$ cat config.mk
export PLATFORM = sky130hd
export DESIGN_NAME = paddle_arbiter
export DESIGN_NICKNAME = d
export VERILOG_FILES = /design/src/rtl/paddle_arbiter_pkg.sv /design/src/rtl/quad_phase_gen.sv /design/src/rtl/paddle_arbiter.sv
export SDC_FILE = /design/constraint.sdc
export NUM_CORES = 1
export LEC_CHECK = 0
export ABC_AREA = 1
export CELL_PAD_IN_SITES_DETAIL_PLACEMENT = 1
export CELL_PAD_IN_SITES_GLOBAL_PLACEMENT = 1
export CORE_MARGIN = 2
export CORE_UTILIZATION = 47
export CTS_BUF_LIST = sky130_fd_sc_hd__clkbuf_8
export DETAILED_ROUTE_END_ITERATION = 10
export DONT_BUFFER_PORTS = 1
export MAX_ROUTING_LAYER = met4
export PLACE_DENSITY = 0.89
export RECOVER_POWER = 25
export SLEW_MARGIN = 20
export SYNTH_ARGS = -nofsm -noshare
export SYNTH_HDL_FRONTEND = slang
export SYNTH_SLANG_ARGS = --single-unit
$ cat constraint.sdc
create_clock -name clk_sys -period 2.5 [get_ports clk_sys]
set_input_delay 0.5 -clock clk_sys [delete_from_list [all_inputs] [get_ports clk_sys]]
set_output_delay 0.5 -clock clk_sys [all_outputs]
set_load 0.005 [all_outputs]
$ cat src/rtl/paddle_arbiter_pkg.sv
// Shared types and Gray-code helpers for the two-player paddle arbiter.
// One owner at a time drives the single quadrature encoder input.
package paddle_arbiter_pkg;

  typedef enum logic [1:0] {
    OWNER_NONE = 2'b00,
    OWNER_P1   = 2'b01,
    OWNER_P2   = 2'b10
  } owner_e;

  typedef enum logic [1:0] {
    DIR_NONE  = 2'b00,
    DIR_LEFT  = 2'b01,
    DIR_RIGHT = 2'b10
  } dir_e;

  typedef enum logic [1:0] {
    ST_IDLE   = 2'b00,
    ST_OWN_P1 = 2'b01,
    ST_OWN_P2 = 2'b10
  } state_e;

  // Pressing both buttons cancels out, same as pressing neither.
  function automatic dir_e decode_dir(input logic left, input logic right);
    if (left && !right) return DIR_LEFT;
    if (right && !left) return DIR_RIGHT;
    return DIR_NONE;
  endfunction

  function automatic logic [1:0] gray_next(input logic [1:0] ph);
    case (ph)
      2'b00:   return 2'b01;
      2'b01:   return 2'b11;
      2'b11:   return 2'b10;
      default: return 2'b00;
    endcase
  endfunction

  function automatic logic [1:0] gray_prev(input logic [1:0] ph);
    case (ph)
      2'b00:   return 2'b10;
      2'b10:   return 2'b11;
      2'b11:   return 2'b01;
      default: return 2'b00;
    endcase
  endfunction

endpackage

$ cat src/rtl/quad_phase_gen.sv
// Free-running step-tick divider plus a 2-bit Gray quadrature stepper.
// Phase moves at most one step per tick, only when step_en_i is high.
module quad_phase_gen
  import paddle_arbiter_pkg::*;
#(
  parameter int unsigned CLKDIV = 5500
) (
  input  logic       clk_sys,
  input  logic       reset,
  input  logic       step_en_i,
  input  dir_e       dir_i,
  output logic       tick_o,
  output logic [1:0] phase_o
);

  localparam logic [15:0] LAST_CNT = 16'(CLKDIV - 1);

  logic [15:0] cnt_q, cnt_d;
  logic [1:0]  phase_q, phase_d;
  logic        tick;

  assign tick = (cnt_q == LAST_CNT);

  always_comb begin
    cnt_d   = tick ? 16'd0 : cnt_q + 16'd1;
    phase_d = phase_q;
    if (tick && step_en_i) begin
      if (dir_i == DIR_RIGHT)     phase_d = gray_next(phase_q);
      else if (dir_i == DIR_LEFT) phase_d = gray_prev(phase_q);
    end
  end

  always_ff @(posedge clk_sys) begin
    if (reset) begin
      cnt_q   <= 16'd0;
      phase_q <= 2'b00;
    end else begin
      cnt_q   <= cnt_d;
      phase_q <= phase_d;
    end
  end

  assign tick_o  = tick;
  assign phase_o = phase_q;

endmodule

$ cat src/rtl/paddle_arbiter.sv
// Grants the shared steering encoder to one player at a time, round-robin on ties,
// releasing ownership after HOLD idle step ticks; owner updates one cycle after a request.
module paddle_arbiter
  import paddle_arbiter_pkg::*;
#(
  parameter int unsigned CLKDIV = 5500,
  parameter int unsigned HOLD   = 32
) (
  input  logic       clk_sys,
  input  logic       reset,
  input  logic       enable,
  input  logic       p1_left,
  input  logic       p1_right,
  input  logic       p2_left,
  input  logic       p2_right,
  output logic [1:0] steer,
  output logic [1:0] owner,
  output logic       tick
);

  localparam logic [7:0] HOLD_CNT = 8'(HOLD);

  state_e     state_q, state_d;
  owner_e     last_q, last_d;
  logic [7:0] idle_q, idle_d, idle_inc;
  dir_e       p1_dir, p2_dir, own_dir;
  logic       step_en;
  logic       tick_w;

  assign p1_dir   = decode_dir(p1_left, p1_right);
  assign p2_dir   = decode_dir(p2_left, p2_right);
  assign idle_inc = idle_q + 8'd1;

  // Non-owner inputs never reach the stepper or the idle counter.
  assign own_dir = (state_q == ST_OWN_P1) ? p1_dir :
                   (state_q == ST_OWN_P2) ? p2_dir : DIR_NONE;

  always_ff @(posedge clk_sys) begin
    if (reset) begin
      state_q <= ST_IDLE;
      last_q  <= OWNER_P2;
      idle_q  <= 8'd0;
    end else begin
      state_q <= state_d;
      last_q  <= last_d;
      idle_q  <= idle_d;
    end
  end

  always_comb begin
    state_d = state_q;
    last_d  = last_q;
    idle_d  = idle_q;
    if (!enable) begin
      state_d = ST_IDLE;
      idle_d  = 8'd0;
    end else begin
      case (state_q)
        ST_IDLE: begin
          idle_d = 8'd0;
          if (p1_dir != DIR_NONE && p2_dir != DIR_NONE) begin
            state_d = (last_q == OWNER_P2) ? ST_OWN_P1 : ST_OWN_P2;
            last_d  = (last_q == OWNER_P2) ? OWNER_P1 : OWNER_P2;
          end else if (p1_dir != DIR_NONE) begin
            state_d = ST_OWN_P1;
            last_d  = OWNER_P1;
          end else if (p2_dir != DIR_NONE) begin
            state_d = ST_OWN_P2;
            last_d  = OWNER_P2;
          end
        end
        ST_OWN_P1, ST_OWN_P2: begin
          if (own_dir != DIR_NONE) begin
            idle_d = 8'd0;
          end else if (tick_w) begin
            if (idle_inc == HOLD_CNT) begin
              state_d = ST_IDLE;
              idle_d  = 8'd0;
            end else begin
              idle_d = idle_inc;
            end
          end
        end
        default: begin
          state_d = ST_IDLE;
          idle_d  = 8'd0;
        end
      endcase
    end
  end

  // Stepping only from a registered OWN state, so a grant-cycle tick never steps.
  always_comb begin
    step_en = enable && (state_q != ST_IDLE);
    case (state_q)
      ST_OWN_P1: owner = OWNER_P1;
      ST_OWN_P2: owner = OWNER_P2;
      default:   owner = OWNER_NONE;
    endcase
  end

  quad_phase_gen #(
    .CLKDIV(CLKDIV)
  ) u_phase (
    .clk_sys  (clk_sys),
    .reset    (reset),
    .step_en_i(step_en),
    .dir_i    (own_dir),
    .tick_o   (tick_w),
    .phase_o  (steer)
  );

  assign tick = tick_w;

endmodule

# [Yosys cells after proc, flatten, opt, wreduce, memory -nomap -nowiden]
# Index checks and enable logic that the tools add are counted.
[totals] elab_cells=79 output_inout_bits=5 register_bits=30
[op_classes] eq_ne=14 n_mux=30 n_reduce_logical=26 bitwise=2 n_addsub=2
[op_table] op="$mux 2" count=19
[op_table] op="$add 16x1->16 const B" count=1
[op_table] op="$eq 16x13->1 const B" count=1
[op_table] op="$pmux 2 s3" count=2
[op_table] op="$eq 2x2->1 const B" count=5
[op_table] op="$reduce_bool 2->1" count=5
[op_table] op="$add 8x1->8 const B" count=1
[op_table] op="$eq 8x6->1 const B" count=1
[op_table] op="$mux 8" count=1
[op_table] op="$pmux 2 s2" count=2
[op_table] op="$logic_and 1x1->1" count=7
[op_table] op="$eq 2x1->1 const B" count=3
[op_table] op="$mux 1" count=6
[op_table] op="$reduce_or 2->1" count=3
[op_table] op="$logic_not 1->1" count=4
[op_table] op="$logic_not 2->1" count=2
[op_table] op="$ne 2x2->1 const B" count=2
[op_table] op="$ne 4x4->1 const B" count=1
[op_table] op="$reduce_and 4->1" count=1
[op_table] op="$reduce_or 4->1" count=1
[op_table] op="$reduce_and 3->1" count=1
[op_table] op="$reduce_bool 3->1" count=1
[op_table] op="$ne 2x1->1 const B" count=1
[op_table] op="$not 1->1" count=2
[op_table] op="$reduce_and 2->1" count=1

# [Logic depth before layout (Yosys ltp)]
[logic_depth] depth_word=11 ltp_mapped=12

# [Modules after synthesis]
# A second synthesis with hierarchy kept.
[unflattened] cells_unflattened=285 hier_area_um2=1856.8
[by_module_without_submodules] mod="quad_phase_gen" n_inst=1 seq_area_each_um2=360.3 cells_each=151 area_per_inst_um2=994.7
[by_module_without_submodules] mod="paddle_arbiter" n_inst=1 seq_area_each_um2=240.2 cells_each=134 area_per_inst_um2=862.1

# [Least setup slack after synthesis]
# OpenSTA, ideal clock, no wires.
[synth_path] path_kind="input -> register" from="input port p2_right" to="register idle_q[6]" setup_slack_ps=619 arrival_time_ps=1796 path_stages=10 setup_time_ps=86 required_ps=2414 path_cell_list="inv_1 -> ha_1 -> nand2_1 -> nor2_1 -> a21oi_1 -> ha_1 -> inv_1 -> nor3_1 -> inv_1 -> a211oi_1"
[synth_between] elab_chain_len=9 elab_cells_between_ends=13 cone_classes="8 x mux; 5 x reduce/logical"
[synth_rtl] item="start, declared" line_no="paddle_arbiter.sv:15" rtl="input logic p2_right,"
[synth_rtl] item="$logic_and 1x1->1" line_no="paddle_arbiter_pkg.sv:26" rtl="if (right && !left) return DIR_RIGHT;"
[synth_rtl] item="$mux 1 (2 in series)" line_no="paddle_arbiter_pkg.sv:26"
[synth_rtl] item="$mux 2" line_no="paddle_arbiter_pkg.sv:27" rtl="return DIR_NONE;"
[synth_rtl] item="$mux 2 *" line_no="paddle_arbiter_pkg.sv:26"
[synth_rtl] item="$mux 2 *" line_no="paddle_arbiter.sv:36" rtl="(state_q == ST_OWN_P2) ? p2_dir : DIR_NONE;"
[synth_rtl] item="$mux 2 *" line_no="paddle_arbiter.sv:35" rtl="assign own_dir = (state_q == ST_OWN_P1) ? p1_dir :"
[synth_rtl] item="$reduce_bool 2->1 *" line_no="paddle_arbiter.sv:73" rtl="if (own_dir != DIR_NONE) begin"
[synth_rtl] item="$reduce_or 4->1 (no source line) *"
[synth_rtl] item="end signal, assigned" line_no="paddle_arbiter.sv:46" rtl="idle_q <= idle_d;"
[synth_rtl] item="end, declared" line_no="paddle_arbiter.sv:25" rtl="logic [7:0] idle_q, idle_d, idle_inc;"
# Every way passes the cells marked *; elsewhere a longest branch is shown, timed or not. The select of a mux whose other input is x is not followed.
# A chain may end at the register's enable or synchronous reset.

# [Worst setup path after layout]
[layout_path] from="register state_q[0]" to="register idle_q[3]"
[layout_between] elab_chain_len=5 elab_cells_between_ends=8 cone_classes="2 x eq/ne; 2 x mux; 1 x bitwise; 3 x reduce/logical"
[layout_rtl] item="start, declared" line_no="paddle_arbiter.sv:23" rtl="state_e state_q, state_d;"
[layout_rtl] item="start signal, assigned" line_no="paddle_arbiter.sv:44" rtl="state_q <= state_d;"
[layout_rtl] item="$eq 2x2->1" line_no="paddle_arbiter.sv:36, paddle_arbiter.sv:58"
[layout_rtl] item="$mux 2" line_no="paddle_arbiter.sv:36"
[layout_rtl] item="$mux 2" line_no="paddle_arbiter.sv:35"
[layout_rtl] item="$reduce_bool 2->1" line_no="paddle_arbiter.sv:73"
[layout_rtl] item="$reduce_or 4->1 (no source line) *"
# Every way passes the cells marked *; elsewhere a longest branch is shown, timed or not.

==> results_dict.tcl <==
set metrics [dict create \
    clk_pin_slew_worst_paths_ns 0.07 \
    clk_latency_ns 0.28 \
    first_pass_iters 4 \
    die_w_um 65.7 \
    critPathMaxFanout 6 \
    row_count 22 \
    gp_congestion 0.808 \
    drc 0 \
    ant_nets 0 \
    crit_buf_inv 2 \
    synth_ff_type "dfxtp_1" \
    yosysTopAreaCellShare 0.336 \
    fin_setup_tns_ns 0 \
    setup_viol 0 \
    grt-ovfl-total 0 \
    fin_util 0.544 \
    critical_path_required_ns 2.70 \
    wl_mm 4.65 \
    irDropWorstVdd_v 0.000371 \
    synth.cell_area_um2 1790 \
    regArea_um2 601 \
    io_pins 12 \
    cts_buffer_depth 2 \
    maxSlewViolCount 0 \
    area_growth_pct 11.5 \
    yosys_warnings 0 \
    grt_pass1_wl_mm 8.07 \
    r2r-start "state_q[0]" \
    place_ws_ns 0.269 \
    min_from "reset" \
    p_leak_nw 0.843 \
    syn_inst 259 \
    vias_per_cell 5.34 \
    synth-seq-cells 30 \
    worst_slew_margin_rel 0.768 \
    drt_iter0_markers 49 \
    cts_buffers 5 \
    avgSynthCellArea_um2 6.90 \
    dieHeight_um 65.7 \
    timing.final.hold_violations 0 \
    fmax_ghz 0.470 \
    startpoint "state_q[0]" \
    fin_crit_ns 2.13 \
    vias 1676 \
    routedWlPerCell_um 14.8 \
    crit_chain "inv_1 -> ha_1 -> nand2_1 -> nor2_1 -> a21oi_1 -> ha_1 -> inv_1 -> nor3_2 -> o21ai_0 -> a21oi_1" \
    synth_nets 278 \
    cts_max_level 2 \
    synth_edf_count 0 \
    fin_crit_sh 0.851 \
    cts_tree "built" \
    track_usage 0.252 \
    powerDensity_nw_per_um2 638 \
    synth_area_leader_cell "dfxtp_1" \
    skew_ns 0.00645 \
    status "finished clean" \
    tightest_slew_ns 0.346 \
    portBuffers 0 \
    start_util 0.488 \
    rsz0062_at_grt "false" \
    postCtsSetupBuffers 0 \
    diodes 0 \
    crit_family "compound AO/OA/AOI/OAI gates" \
    dieArea_um2 4310 \
    yosys-top-cells-area "dfxtp_1, nand2_1, inv_1, ha_1, nor2_1" \
    antenna_found_initial 0 \
    layout_common_cells "nand2_1, inv_1, nor2_1" \
    layout_commonest_cell "nand2_1" \
    critPathKind "flop to flop" \
    grt_start_max_net_pins 11 \
    hold_class "primary input to flop" \
    dp_hpwl_mm 3.60 \
    async_flop_share 0 \
    yosysUniqueCellTypes 27 \
    drive_gt1_frac 0.0940 \
    worstPathArrival_ns 2.33 \
    end_kind "flop" \
    finalNetCount 284 \
    cpPeakStageDelay_ns 0.38 \
    root_buffer "clkbuf_8" \
    numClockSinks 30 \
    ys_seq_area_frac 0.336 \
    fin_ws_ns 0.372 \
    core_area_um2 3660 \
    start_kind "flop" \
    cap_violations 0 \
    slowest_stage "dfxtp_1" \
    grt_pass1_vias 1809 \
    fillers 482 \
    multi_input_area_um2 1010 \
]
-- cells in the mapped netlist (2+ instances only) --
master    count
nand2_1      53
inv_1        43
nor2_1       36
dfxtp_1      30
a21oi_1      14
ha_1         12
nand3_1      12
nand4_1       9
o21ai_0       9
xor2_1        8
nand3_2       6
nor3_1        5
nor2_2        3
buf_2         2
inv_2         2
nand3b_1      2
o21bai_1      2
xnor2_1       2
-- power breakdown --
group          internal (mW)  total [mW]  switching, mW
registers              0.490       0.498        0.00817
clock network          0.425       0.622          0.197
logic                 0.0540       0.151         0.0971
total                  0.969        1.27          0.302
-- final cells by class --
class | count | share of cell area
multi-input combinational | 182 | 0.508
inverter | 45 | 0.0848
timing repair buffer | 1 | 0.00377
clock buffer | 6 | 0.0415
sequential | 30 | 0.302
tap | 48 | 0.0302
clock inverter | 2 | 0.0302
-- worst register-to-register path, cell delays in order (launching register included) --
cell     delay [ns]
dfxtp_1        0.38
inv_1          0.09
ha_1           0.26
nand2_1        0.08
nor2_1         0.04
a21oi_1        0.19
ha_1           0.23
inv_1          0.07
nor3_2         0.34
o21ai_0        0.20
a21oi_1        0.17
-- cell families (layout without fill, tap and decap cells) --
family | after synthesis | after routing | share of synthesized area
XOR/XNOR | 10 | 10 | 0.0490
AO/OA/AOI/OAI | 30 | 30 | 0.0973
buffers and inverters | 47 | 54 | 0.100
adder cells (fa/ha/maj) | 12 | 12 | 0.0840
AND/OR/NAND/NOR | 130 | 130 | 0.333
flip-flops | 30 | 30 | 0.336
-- layer usage --
| layer | vias up | wire, µm | part of all wire | global-route usage |
|---|---|---|---|---|
| met4 | 0 | 99 | 0.021 | 0.107 |
| met5 | - | 0 | 0 | - |
| met1 | 810 | 2000 | 0.43 | 0.286 |
| met2 | 23 | 2420 | 0.52 | 0.437 |
| li1 | 834 | - | - | - |
| met3 | 9 | 120 | 0.026 | 0.0428 |
-- registers in the layout, summed over array words and instances (netlist names) --
signal           count
idle_q               8
u_phase.cnt_q       16
last_q               2
state_q              2
u_phase.phase_o      2
-- through the flow --
stage / hold WS [ns] / cells / power, mW / cell area, µm²
floorplan: 0.418 / 259 / 0.618 / 1790
global placement: 0.427 / 306 / 0.641 / 1840
detailed placement: 0.438 / 306 / 0.652 / 1840
CTS: 0.273 / 314 / 1.27 / 1990
global route: 0.274 / 314 / 1.32 / 1990
finish: 0.276 / 314 / 1.27 / 1990
-- final timing paths --
path | end | slack, ns | cells after the start
setup reg to reg | idle_q[3] | 0.37 | 10
hold reg to reg | u_phase.cnt_q[0] | 0.45 | 1
hold / removal | last_q[0] | 0.28 | 1
setup / recovery | idle_q[3] | 0.37 | 10
-- timing repair --
item,CTS,global route
setup endpoints to repair,0,8
hold buffers,0,0
gates resized for setup,0,1
(Power assumes the default switching activity.)
